==> src/rtl/exc_pc_arbiter_if.sv <==
// PC-path / exception bundle between main control, PC mux, EPC and memory.
// The arbiter uses the slave side; the surrounding core uses master.
interface exc_pc_arbiter_if;
    logic [2:0]  exc_req;
    logic [31:0] pc_in;
    logic [2:0]  ctrl_pc_sel;
    logic        ctrl_pc_we;
    logic [7:0]  mem_rdata;
    logic [2:0]  pc_src_sel;
    logic        pc_we;
    logic [31:0] handler_pc;
    logic        epc_we;
    logic [31:0] epc_data;
    logic        mem_rd;
    logic [31:0] mem_addr;
    logic [1:0]  cause;
    logic        stall;
    logic        exc_done;

    modport slave (
        input  exc_req, pc_in, ctrl_pc_sel, ctrl_pc_we, mem_rdata,
        output pc_src_sel, pc_we, handler_pc, epc_we, epc_data,
        output mem_rd, mem_addr, cause, stall, exc_done
    );

    modport master (
        output exc_req, pc_in, ctrl_pc_sel, ctrl_pc_we, mem_rdata,
        input  pc_src_sel, pc_we, handler_pc, epc_we, epc_data,
        input  mem_rd, mem_addr, cause, stall, exc_done
    );
endinterface

==> src/rtl/exc_pc_arbiter.sv <==
// Exception sequencer: saves EPC, fetches vector byte, loads PC, then returns.
// Optional macro EXC_PENDING_EN queues causes that arrive while busy.
module exc_pc_arbiter #(
    parameter logic [31:0] VEC_BASE = 32'd253,
    parameter logic [2:0]  EXC_SEL  = 3'b110
) (
    input logic             clk,
    input logic             reset_n,
    exc_pc_arbiter_if.slave bus
);

    typedef enum logic [2:0] {IDLE, SAVE, FETCH, LOAD, COMMIT} state_t;

    state_t      stateQ, stateD;
    logic [1:0]  causeQ, causeD;
    logic [31:0] handlerQ;

`ifdef EXC_PENDING_EN
    logic [2:0]  pendQ, pendD, pendAll;
`endif

    // Lowest set bit wins: invalid opcode, then overflow, then div-by-zero.
    function automatic logic [1:0] pickCause(input logic [2:0] req);
        if (req[0])      return 2'd0;
        else if (req[1]) return 2'd1;
        else             return 2'd2;
    endfunction

`ifdef EXC_PENDING_EN
    function automatic logic [2:0] causeBit(input logic [1:0] c);
        return 3'b001 << c;
    endfunction
`endif

    always_comb begin
        stateD         = stateQ;
        causeD         = causeQ;
        bus.pc_src_sel = EXC_SEL;
        bus.pc_we      = 1'b0;
        bus.epc_we     = 1'b0;
        bus.epc_data   = bus.pc_in - 32'd4;
        bus.mem_rd     = 1'b0;
        bus.mem_addr   = VEC_BASE + {30'd0, causeQ};
        bus.stall      = 1'b1;
        bus.exc_done   = 1'b0;
`ifdef EXC_PENDING_EN
        pendAll        = pendQ | bus.exc_req;
        pendD          = pendQ;
`endif
        unique case (stateQ)
            IDLE: begin
                bus.pc_src_sel = bus.ctrl_pc_sel;
                bus.pc_we      = bus.ctrl_pc_we;
                bus.stall      = 1'b0;
                if (bus.exc_req != 3'd0) begin
                    stateD = SAVE;
                    causeD = pickCause(bus.exc_req);
`ifdef EXC_PENDING_EN
                    pendD  = bus.exc_req & ~causeBit(causeD);
`endif
                end
            end
            SAVE: begin
                bus.epc_we = 1'b1;
                stateD     = FETCH;
`ifdef EXC_PENDING_EN
                pendD      = pendAll;
`endif
            end
            FETCH: begin
                bus.mem_rd = 1'b1;
                stateD     = LOAD;
`ifdef EXC_PENDING_EN
                pendD      = pendAll;
`endif
            end
            LOAD: begin
                stateD = COMMIT;
`ifdef EXC_PENDING_EN
                pendD  = pendAll;
`endif
            end
            COMMIT: begin
                bus.pc_we    = 1'b1;
                bus.exc_done = 1'b1;
                stateD       = IDLE;
`ifdef EXC_PENDING_EN
                pendD        = 3'd0;
                if (pendAll != 3'd0) begin
                    stateD = SAVE;
                    causeD = pickCause(pendAll);
                    pendD  = pendAll & ~causeBit(causeD);
                end
`endif
            end
            default: stateD = IDLE;
        endcase
    end

    always_ff @(posedge clk or negedge reset_n) begin
        if (!reset_n) begin
            stateQ   <= IDLE;
            causeQ   <= 2'd0;
            handlerQ <= 32'd0;
        end else begin
            stateQ <= stateD;
            causeQ <= causeD;
            if (stateQ == LOAD)
                handlerQ <= {24'd0, bus.mem_rdata};
        end
    end

`ifdef EXC_PENDING_EN
    always_ff @(posedge clk or negedge reset_n) begin
        if (!reset_n) pendQ <= 3'd0;
        else          pendQ <= pendD;
    end
`endif

    assign bus.cause      = causeQ;
    assign bus.handler_pc = handlerQ;

endmodule

==> src/flat_wrapper.sv <==
// flat-port wrapper written by rule: the top's interface ports become plain ports
module exc_pc_arbiter_flat 
#(
    parameter logic [31:0] VEC_BASE = 32'd253,
    parameter logic [2:0]  EXC_SEL  = 3'b110
)
  (clk, reset_n, bus_exc_req, bus_pc_in, bus_ctrl_pc_sel, bus_ctrl_pc_we, bus_mem_rdata, bus_pc_src_sel, bus_pc_we, bus_handler_pc, bus_epc_we, bus_epc_data, bus_mem_rd, bus_mem_addr, bus_cause, bus_stall, bus_exc_done);
  exc_pc_arbiter_if bus_i ();
  input logic clk;
  input logic reset_n;
  input wire logic [$bits(bus_i.exc_req)-1:0] bus_exc_req;
  input wire logic [$bits(bus_i.pc_in)-1:0] bus_pc_in;
  input wire logic [$bits(bus_i.ctrl_pc_sel)-1:0] bus_ctrl_pc_sel;
  input wire logic [$bits(bus_i.ctrl_pc_we)-1:0] bus_ctrl_pc_we;
  input wire logic [$bits(bus_i.mem_rdata)-1:0] bus_mem_rdata;
  output wire logic [$bits(bus_i.pc_src_sel)-1:0] bus_pc_src_sel;
  output wire logic [$bits(bus_i.pc_we)-1:0] bus_pc_we;
  output wire logic [$bits(bus_i.handler_pc)-1:0] bus_handler_pc;
  output wire logic [$bits(bus_i.epc_we)-1:0] bus_epc_we;
  output wire logic [$bits(bus_i.epc_data)-1:0] bus_epc_data;
  output wire logic [$bits(bus_i.mem_rd)-1:0] bus_mem_rd;
  output wire logic [$bits(bus_i.mem_addr)-1:0] bus_mem_addr;
  output wire logic [$bits(bus_i.cause)-1:0] bus_cause;
  output wire logic [$bits(bus_i.stall)-1:0] bus_stall;
  output wire logic [$bits(bus_i.exc_done)-1:0] bus_exc_done;
  assign bus_i.exc_req = bus_exc_req;
  assign bus_i.pc_in = bus_pc_in;
  assign bus_i.ctrl_pc_sel = bus_ctrl_pc_sel;
  assign bus_i.ctrl_pc_we = bus_ctrl_pc_we;
  assign bus_i.mem_rdata = bus_mem_rdata;
  assign bus_pc_src_sel = bus_i.pc_src_sel;
  assign bus_pc_we = bus_i.pc_we;
  assign bus_handler_pc = bus_i.handler_pc;
  assign bus_epc_we = bus_i.epc_we;
  assign bus_epc_data = bus_i.epc_data;
  assign bus_mem_rd = bus_i.mem_rd;
  assign bus_mem_addr = bus_i.mem_addr;
  assign bus_cause = bus_i.cause;
  assign bus_stall = bus_i.stall;
  assign bus_exc_done = bus_i.exc_done;
  exc_pc_arbiter #(.VEC_BASE(VEC_BASE), .EXC_SEL(EXC_SEL)) u_core (.clk(clk), .reset_n(reset_n), .bus(bus_i));
endmodule
==> config.mk <==
export PLATFORM = sky130hd
export DESIGN_NAME = exc_pc_arbiter_flat
export DESIGN_NICKNAME = d
export VERILOG_FILES = /design/src/rtl/exc_pc_arbiter_if.sv /design/src/rtl/exc_pc_arbiter.sv /design/src/flat_wrapper.sv
export SDC_FILE = /design/constraint.sdc
export NUM_CORES = 1
export LEC_CHECK = 0
export CORE_MARGIN = 2
export CORE_UTILIZATION = 25
export DETAILED_ROUTE_END_ITERATION = 8
export PLACE_DENSITY_LB_ADDON = 0.08
export SYNTH_ARGS = -nofsm -noshare
export SYNTH_HDL_FRONTEND = slang
export SYNTH_SLANG_ARGS = --single-unit
==> constraint.sdc <==
create_clock -name clk -period 2.5 [get_ports clk]
set_input_delay 0.375 -clock clk [delete_from_list [all_inputs] [get_ports clk]]
set_output_delay 0.375 -clock clk [all_outputs]
set_load 0.01 [all_outputs]
# Word-level counts from Yosys, hierarchy flattened

Cells that the tools add are included.

Bits in registers: 13
Bits of input ports: 49

Reduce and logical (&&, ||, !) cells: 3
Add/subtract/negate cells: 2
Mux-type cells: 10
Equal/unequal tests: 5

Operator list:

| cell                                                  | count |
|---|---|
| subtractor 32 x 3 -> 32 bit, second input constant    | 1 |
| one-hot mux 3 bit (4 select lines)                    | 1 |
| adder 8 x 2 -> 9 bit, first input constant            | 1 |
| == test 3 x 2 -> 1 bit, second input constant         | 2 |
| 2-to-1 mux 3 bit                                      | 2 |
| 2-to-1 mux 1 bit                                      | 4 |
| 2-to-1 mux 2 bit                                      | 2 |
| == test 3 x 1 -> 1 bit, second input constant         | 1 |
| == test 3 bit, second input constant                  | 1 |
| zero test 3 bit                                       | 1 |
| nonzero test 3 bit                                    | 1 |
| inequality test 2 x 1 -> 1 bit, second input constant | 1 |
| one-hot mux 1 bit (2 select lines)                    | 1 |
| AND reduction 2 bit                                   | 1 |

# Depth between registers and ports, before layout

Gate-level depths: netlist of the first run.

Word-level depth: 3
Mapped depth: 6

# Worst setup path before layout of the first run

Ideal clock, no wire load.

Path type: input to output
From: in bus_pc_in[2]
To: out bus_epc_data[20]
Arrival: 2.106 ns
Stages: 6
Setup slack: 0.019 ns
Buffers on the path: 0
Path through: inv_1 ha_1 or3b_2 or4_1 nor4_1 xor2_1

Longest elaborated chain between the ends: 1

Ends and longest elaborated chain:

| what                        | RTL line             | source |
|---|---|---|
| start: declaration          | flat_wrapper.sv:12   | `input wire logic [$bits(bus_i.pc_in)-1:0] bus_pc_in;` |
| subtractor 32 x 3 -> 32 bit | exc_pc_arbiter.sv:41 | `bus.epc_data = bus.pc_in - 32'd4;` |
| end: declaration            | flat_wrapper.sv:20   | `output wire logic [$bits(bus_i.epc_data)-1:0] bus_epc_data;` |

No other way between the ends.

# Final worst setup path of the first run

From: in bus_pc_in[2]
To: out bus_epc_data[19]

Same word-level chain as after synthesis.

==> metrics.md, run 1 <==
| Metric | Value |
|---|---|
| Outcome | `complete, but fails checks` |
| Failing checks | `negative setup slack` |
| Post-synth top area cell | `buf_4` |
| Antenna Cells | `0` |
| R2r startpoint | `u_core.stateQ[2]` |
| Number of placement rows | `28` |
| Synth Cell Area | `1550 um2` |
| Worst Hold Class | `reg -> reg` |
| Share of cells above drive strength 1 | `0.327` |
| GPL Wtd Cong | `0.738` |
| Die ar. | `6860 um2` |
| Crit share post-route | `1.03` |
| Commonest cells after routing, fill and taps aside | `clkdlybuf4s50_1, conb_1, buf_4` |
| Crit Path Category | `in -> out` |
| DR pass1 iterations | `4` |
| CTS Buf Count | `3` |
| Ports | `155` |
| Max incr delay on CP | `510 ps` |
| Layout area overhead | `89.1%` |
| Port bufs | `103` |
| Fillers | `579` |
| Clock Tree Buf Depth | `2` |
| First-pass GRT wire length | `7.91 mm` |
| Hold_buf cts | `0` |
| Crit path from | `bus_pc_in[2]` |
| Fin. Hold Viols | `0` |
| Clock Pin Slew Worst Setup and Hold Paths | `50 ps` |
| Setup ws final | `-74.1 ps` |
| Buf/Inv on CP | `4` |
| Worst Tran Pin Value | `574 ps` |
| Sink Count | `13` |
| DR vias | `1,704` |
| Clock latency on the worst-skew pair | `240 ps` |
| Total power | `0.00163 W` |
| Worst VDD drop | `476 uV` |
| Mapped Cells | `199` |
| Setup crit end kind | `output port` |
| Core box area | `5960 um2` |
| Setup Skew | `2.67 ps` |
| Die Wd | `82.8 um` |
| Commonest non-fill, non-tap cell in the layout | `clkdlybuf4s50_1` |
| RSZ-0062 raised after global routing | `yes` |
| Top-area cell type share of the netlist area | `0.261` |
| Gr usage total | `0.136` |
| Largest cells by area after synthesis | `buf_4, dfrtp_1, xor2_1` |
| DP Wirelength | `3.96 mm` |
| Minimum clock period | `2570 ps` |
| Power per cell area | `553 nW/um2` |
| Chip height | `82.8 um` |
| Max_cap viols | `0` |
| Wire per inst | `12.1 um` |
| Residual DRC | `0` |
| Antenna Nets Post-Route | `0` |
| Critical Path RT | `2120 ps` |
| Final nets | `395` |
| Initial core utilization | `0.261` |
| Hold path start | `u_core.bus.handler_pc[0]` |
| H-tree depth | `1` |
| CP Max Fanout | `3` |
| Root Buffer | `clkbuf_8` |
| Synth Warn # | `0` |
| Gr ovfl total | `0` |
| DRT iter0 DRCs | `31` |
| Largest net degree at the start of global routing | `14` |
| Initial antenna violation count | `0` |
| CP cell instances | `buf_6, buf_6, or4_4, or4_4, buf_6, nor4_4, xor2_1, buf_2` |
| Largest delay share family, worst path | `simple AND/OR/NAND/NOR gates` |
| WP depth | `8` |
| #FFs+latches synth | `13` |
| Startpoint types | `input pin` |
| Relative slew slack | `0.616` |
| Fmax | `388 MHz` |
| TritonCTS clock tree | `done` |
| Post-synthesis cell type count | `34` |
| Worst-case reg-to-reg path depth | `4` |
| Final Max Slew Viols | `0` |
| Worst Hold Path Cells | `2` |
| Post-synthesis sequential area ratio | `0.209` |
| Synthesized area per cell | `7.81 um2` |
| Final core occ | `0.493` |
| Routed WL | `5.07 mm` |
| Slowest CP cell | `or4_4` |
| Vias in the first global route | `1,633` |
| Leakage | `1.43 nW` |
| Final setup violation count | `2` |
| Crit path top cell by count | `buf_6` |
| Vias per inst | `4.08` |
| Arrival time worst endpoint | `2200 ps` |
timing repair:
item | in CTS | in global routing
gates resized for setup | 144 | 25
endpoints found under the setup margin | 27 | 19
setup buffers | 9 | 4
pin swaps | 22 | 16
worst paths after layout:
check / to / slack, ps
worst max-delay path: bus_epc_data[19] / -70
worst min-delay path: u_core.bus.handler_pc[0] / 480
worst max register to register: u_core.bus.handler_pc[1] / 1050
worst min register to register: u_core.bus.handler_pc[0] / 480
max in group asynchronous: u_core.stateQ[2] / 1620
min in group asynchronous: u_core.bus.handler_pc[1] / 500
report_power, final:
part           internal, W  total (W)  switching [W]
Combinational     0.000577    0.00104       0.000464
Sequential        0.000315   0.000400      0.0000845
Clock             0.000112   0.000184      0.0000721
Total              0.00100    0.00163       0.000621
stage by stage:
stage	instance area [um2]	instances	hold slack [ps]	setup TNS [ps]	setup slack [ps]
after global placement	2710	401	458	-16910	-858
final	2940	418	476	-136	-74.1
after detailed placement	2710	401	466	-16820	-868
after global routing	2940	418	511	-512	-144
after CTS	2870	414	477	-823	-231
after floorplan	1730	245	79.4	0	19.1
tightest hold or removal path, delay by kind of cell (launching register included):
kind | cells | cell delay (ps)
and+or+nand+nor | 2 | 100
DFF | 1 | 340
sequential cells by signal, summed over array words and instances, names as in the netlist:
signal / count
u_core.stateQ: 3
u_core.bus.cause: 2
u_core.bus.handler_pc: 8
routing by layer:
layer,share of wire,track usage,vias to the layer above
met5,0,0,-
met4,0.0028,0.0179,0
met3,0.065,0.0229,2
met2,0.48,0.229,74
met1,0.45,0.187,780
li1,-,-,848
kinds of logic after synthesis:
kind of cell / Yosys count / share of synthesized area
and+or+nand+nor: 83 / 0.306
DFF: 13 / 0.209
buffers and inverters: 67 / 0.293
other: 1 / 0.00241
adders and majority gates: 2 / 0.0161
AOI/OAI and AO/OA: 8 / 0.0322
xor gates and xnor gates: 25 / 0.141
synthesized netlist by cell type:
| master | count |
|---|---|
| clkbuf_1 | 5 |
| nand3_1 | 3 |
| clkbuf_2 | 1 |
| o22ai_1 | 1 |
| nor3_1 | 6 |
| nand4_1 | 1 |
| inv_1 | 6 |
| nand4b_1 | 2 |
| clkinv_1 | 1 |
| nor2_1 | 10 |
| xor2_1 | 15 |
| nand3b_1 | 2 |
| o21ai_0 | 2 |
| or4_1 | 4 |
| or4_4 | 1 |
| nor4_4 | 2 |
| conb_1 | 1 |
| nand2b_1 | 2 |
| o31ai_1 | 2 |
| or3b_2 | 1 |
| or2_2 | 4 |
| a2bb2oi_1 | 1 |
| or3_1 | 3 |
| ha_1 | 2 |
| or4_2 | 1 |
| nand2_1 | 28 |
| nor4_2 | 1 |
| xnor2_1 | 10 |
| and2_1 | 1 |
| buf_4 | 54 |
| a21oi_1 | 2 |
| nor3b_1 | 3 |
| nor4_1 | 8 |
| dfrtp_1 | 13 |
final cells by class:
cell class / instances / area (um2) / share of cell area
inverter: 7 / 28.8 / 0.00979
timing repair buffer: 154 / 1330 / 0.453
tap: 75 / 93.8 / 0.0319
sequential: 13 / 325 / 0.111
multi-input combinational: 165 / 1120 / 0.380
clock buffer: 4 / 45.0 / 0.0153
(Power assumes the default switching activity.)
==> run 2: changes to the inputs <==
--- a/config.mk
+++ b/config.mk
@@ -5,6 +5,8 @@
 export SDC_FILE = /design/constraint.sdc
 export NUM_CORES = 1
 export LEC_CHECK = 0
+export ABC_AREA = 1
+export CAP_MARGIN = 15
 export CORE_MARGIN = 2
 export CORE_UTILIZATION = 25
 export DETAILED_ROUTE_END_ITERATION = 8
==> metrics.md, run 2 <==
| Metric | Value |
|---|---|
| Outcome | `complete, no violations` |
| DP Wirelength | `4.87 mm (+23%)` |
| Hold_buf cts | `0 (unchanged)` |
| Routed WL | `5.48 mm (+8.1%)` |
| Max Used Layer | `met4` |
| Wire per inst | `10.3 um (-15%)` |
| Fillers | `744 (+28%)` |
| Setup TNS | `0 ps (+136 ps)` |
| Ports | `155 (unchanged)` |
| Setup Skew | `0.591 ps (-2.08 ps)` |
| GPL Wtd Cong | `0.781 (+5.8%)` |
| Share of cells above drive strength 1 | `0.166 (-0.161)` |
| Mapped Cells | `298 (+50%)` |
| #FFs+latches synth | `13 (unchanged)` |
| Antenna Nets Post-Route | `0 (unchanged)` |
| Gr ovfl total | `0 (unchanged)` |
| Fin cells | `530 (+27%)` |
| Setup crit end kind | `output port` |
| Commonest non-fill, non-tap cell in the layout | `nand2_1` |
| Post-synth ARST share | `1.00 (unchanged)` |
| Main combinational cell family by area after synthesis | `simple AND/OR/NAND/NOR gates` |
| Chip height | `88.9 um (+7.3%)` |
| Synth Area in XOR/XNOR | `0.0729 (-0.0680)` |
| Relative slew slack | `0.610 (-0.00548)` |
| Final setup violation count | `0 (-2)` |
| CP Max Fanout | `4 (+1)` |
| Root Buffer | `clkbuf_8` |
| Clock latency on the worst-skew pair | `240 ps (about the same)` |
| Met1 WL | `2.20 mm (-3.0%)` |
| Routed met3 length | `361 um (+9.4%)` |
| Synthesized area per cell | `6.05 um2 (-23%)` |
| Synth top cells by count | `nand2_1, nor2_1, buf_4` |
| Minimum clock period | `2420 ps (-154 ps)` |
| Final Max Slew Viols | `0 (unchanged)` |
| Design area | `3120 um2 (+6.2%)` |
| Initial antenna violation count | `0 (unchanged)` |
| Worst Hold Class | `reg -> reg` |
| Dpl cells | `521 (+30%)` |
| CTS Buf Count | `3 (unchanged)` |
| Arrival time worst endpoint | `2040 ps (-160 ps)` |
| Clock Pin Slew Worst Setup and Hold Paths | `50 ps (about the same)` |
| Power per cell area | `514 nW/um2 (-7.0%)` |
| Worst VDD drop | `520 uV (+9.2%)` |
| Synth Warn # | `0 (unchanged)` |
| Vias in the first global route | `1,881 (+15%)` |
| Adder-cell share of the synthesized area | `0.0139 (-0.00221)` |
| Largest net degree at the start of global routing | `14 (unchanged)` |
| Post-synthesis cell type count | `25 (-26%)` |
| Crit share post-route | `0.968 (-0.0618)` |
| Final nets | `486 (+23%)` |
| Reg2reg setup slack | `1280 ps (+230 ps)` |
| Top-area cell type share of the netlist area | `0.225 (-0.0359)` |
| Initial core utilization | `0.262 (+0.00137)` |
| DRT iter0 DRCs | `53 (+71%)` |
| TritonCTS clock tree | `done` |
| Max_cap viols | `0 (unchanged)` |
| Fin. Hold Viols | `0 (unchanged)` |
| Clock Tree Buf Depth | `2 (unchanged)` |
| Post-synthesis sequential area ratio | `0.181 (-0.0288)` |
| Port bufs | `103 (unchanged)` |
| Gr usage total | `0.135 (-0.000500)` |
| Crit Path Category | `in -> out` |
| Placed Area | `2960 um2 (+9.3%)` |
| Critical Path RT | `2120 ps (about the same)` |
| Most numerous cell in the Yosys netlist | `nand2_1` |
| Antenna Cells | `0 (unchanged)` |
| First-pass GRT wire length | `8.57 mm (+8.3%)` |
| Residual DRC | `0 (unchanged)` |
| EDFF count, synth | `0 (unchanged)` |
| Die ar. | `7900 um2 (+15%)` |
| DR vias | `2,045 (+20%)` |
| Mux cell area share after synthesis | `0 (unchanged)` |
| Core box area | `6870 um2 (+15%)` |
| Fmax | `413 MHz (+6.4%)` |
| Commonest cells after routing, fill and taps aside | `nand2_1, clkdlybuf4s50_1, nor2_1, conb_1, buf_4` |
| Worst Tran Pin Value | `583 ps (+8.20 ps)` |
| Vias per inst | `3.86 (-5.3%)` |
| Die Wd | `88.9 um (+7.3%)` |
| DR pass1 iterations | `4 (unchanged)` |
| Synth Flop Type | `dfrtp_1` |
| Layout area overhead | `73.2%` |
| H-tree depth | `1 (unchanged)` |
| Largest cells by area after synthesis | `buf_4, dfrtp_1, nand2_1` |
| Simple-gate share of the synthesized area | `0.413 (+0.107)` |
| Final core occ | `0.454 (-0.0392)` |
| Synth Cell Area | `1800 um2 (+16%)` |
| Post-synth top area cell | `buf_4` |
| Number of placement rows | `30 (+7.1%)` |
| Startpoint types | `input pin` |
| Compound-cell area share of the yosys netlist | `0.0299 (-0.00235)` |
| Max FFs per register | `8 (unchanged)` |
| Sink Count | `13 (unchanged)` |
| Leakage | `1.56 nW (+9.1%)` |
| DR WL met2 | `2.83 mm (+15%)` |
| RSZ-0062 raised after global routing | `yes` |
| Final hold slack | `470 ps (-5.85 ps)` |
[run 2: cell types whose count changed after synthesis, moves of 4 or more]
cell      before  now
nor2_2         0    4
xor2_1        15    5
nand2_2        0    6
clkbuf_1       5    0
nor4_1         8    0
inv_1          6   27
nor3_1         6    2
nand2_1       28   86
o21ai_1        0    6
nor2_1        10   56
or4_1          4    0
[run 2: repair_timing]
item / CTS / global route
resized for setup: 21 / 23
setup buffers: 4 / 1
pin swaps: 2 / 2
cloned: 0 / 0
setup endpoints to repair: 20 / 12
[run 2: report_power, final]
part / internal (W) / leakage (nW) / switching, W
combinational: 0.000554 / 1.37 / 0.000483
sequential: 0.000314 / 0.161 / 0.0000695
clock: 0.000112 / 0.0228 / 0.0000717
total: 0.000981 / 1.56 / 0.000624
[run 2: per-stage QoR]
| stage | setup WS (ps) | power (W) |
|---|---|---|
| finish | 80.3 | 0.00161 |
| global route | -89.2 | 0.00175 |
| CTS | -40.1 | 0.00162 |
| detailed placement | -141 | 0.00144 |
| global placement | -120 | 0.00144 |
| floorplan | 796 | 0.000916 |
[run 2: cell families (layout without fill, tap and decap cells)]
| logic type | Yosys count | after routing |
|---|---|---|
| buffers and inverters | 84 | 174 |
| DFF | 13 | 13 |
| adders and majority gates | 2 | 2 |
| AOI/OAI and AO/OA | 10 | 10 |
| and+or+nand+nor | 173 | 173 |
| xor gates and xnor gates | 15 | 15 |
| other | 1 | 47 |
[run 2: area by class of cell]
class | count | area [um2] | share of cell area
sequential | 13 | 325 | 0.104
clock buffer | 4 | 45.0 | 0.0144
inverter | 30 | 113 | 0.0361
multi-input combinational | 247 | 1200 | 0.386
timing repair buffer | 140 | 1310 | 0.421
tap | 96 | 120 | 0.0385
[run 2: worst max-delay path, cell delays in order]
cell	delay (ps)
clkdlybuf4s50_1	480
nor2_1	170
nand2_1	140
nor2_2	160
nand4_1	100
nand2_1	80
clkdlybuf4s50_1	550
[run 2: path summary, 6_finish.rpt]
path,start,end,depth (start not counted)
min,u_core.bus.handler_pc[0],u_core.bus.handler_pc[0],2
max reg2reg,u_core.stateQ[2],u_core.bus.handler_pc[4],4
min in group asynchronous,reset_n,u_core.bus.handler_pc[2],1
max in group asynchronous,reset_n,u_core.bus.handler_pc[5],1
min reg2reg,u_core.bus.handler_pc[0],u_core.bus.handler_pc[0],2
max,bus_pc_in[18],bus_epc_data[28],7
[run 2: metal layers]
| layer | global-route usage | vias to the layer above |
|---|---|---|
| met1 | 0.164 | 882 |
| met4 | 0.0358 | 0 |
| met3 | 0.0157 | 6 |
| met2 | 0.252 | 75 |
| li1 | - | 1082 |
| met5 | 0 | - |
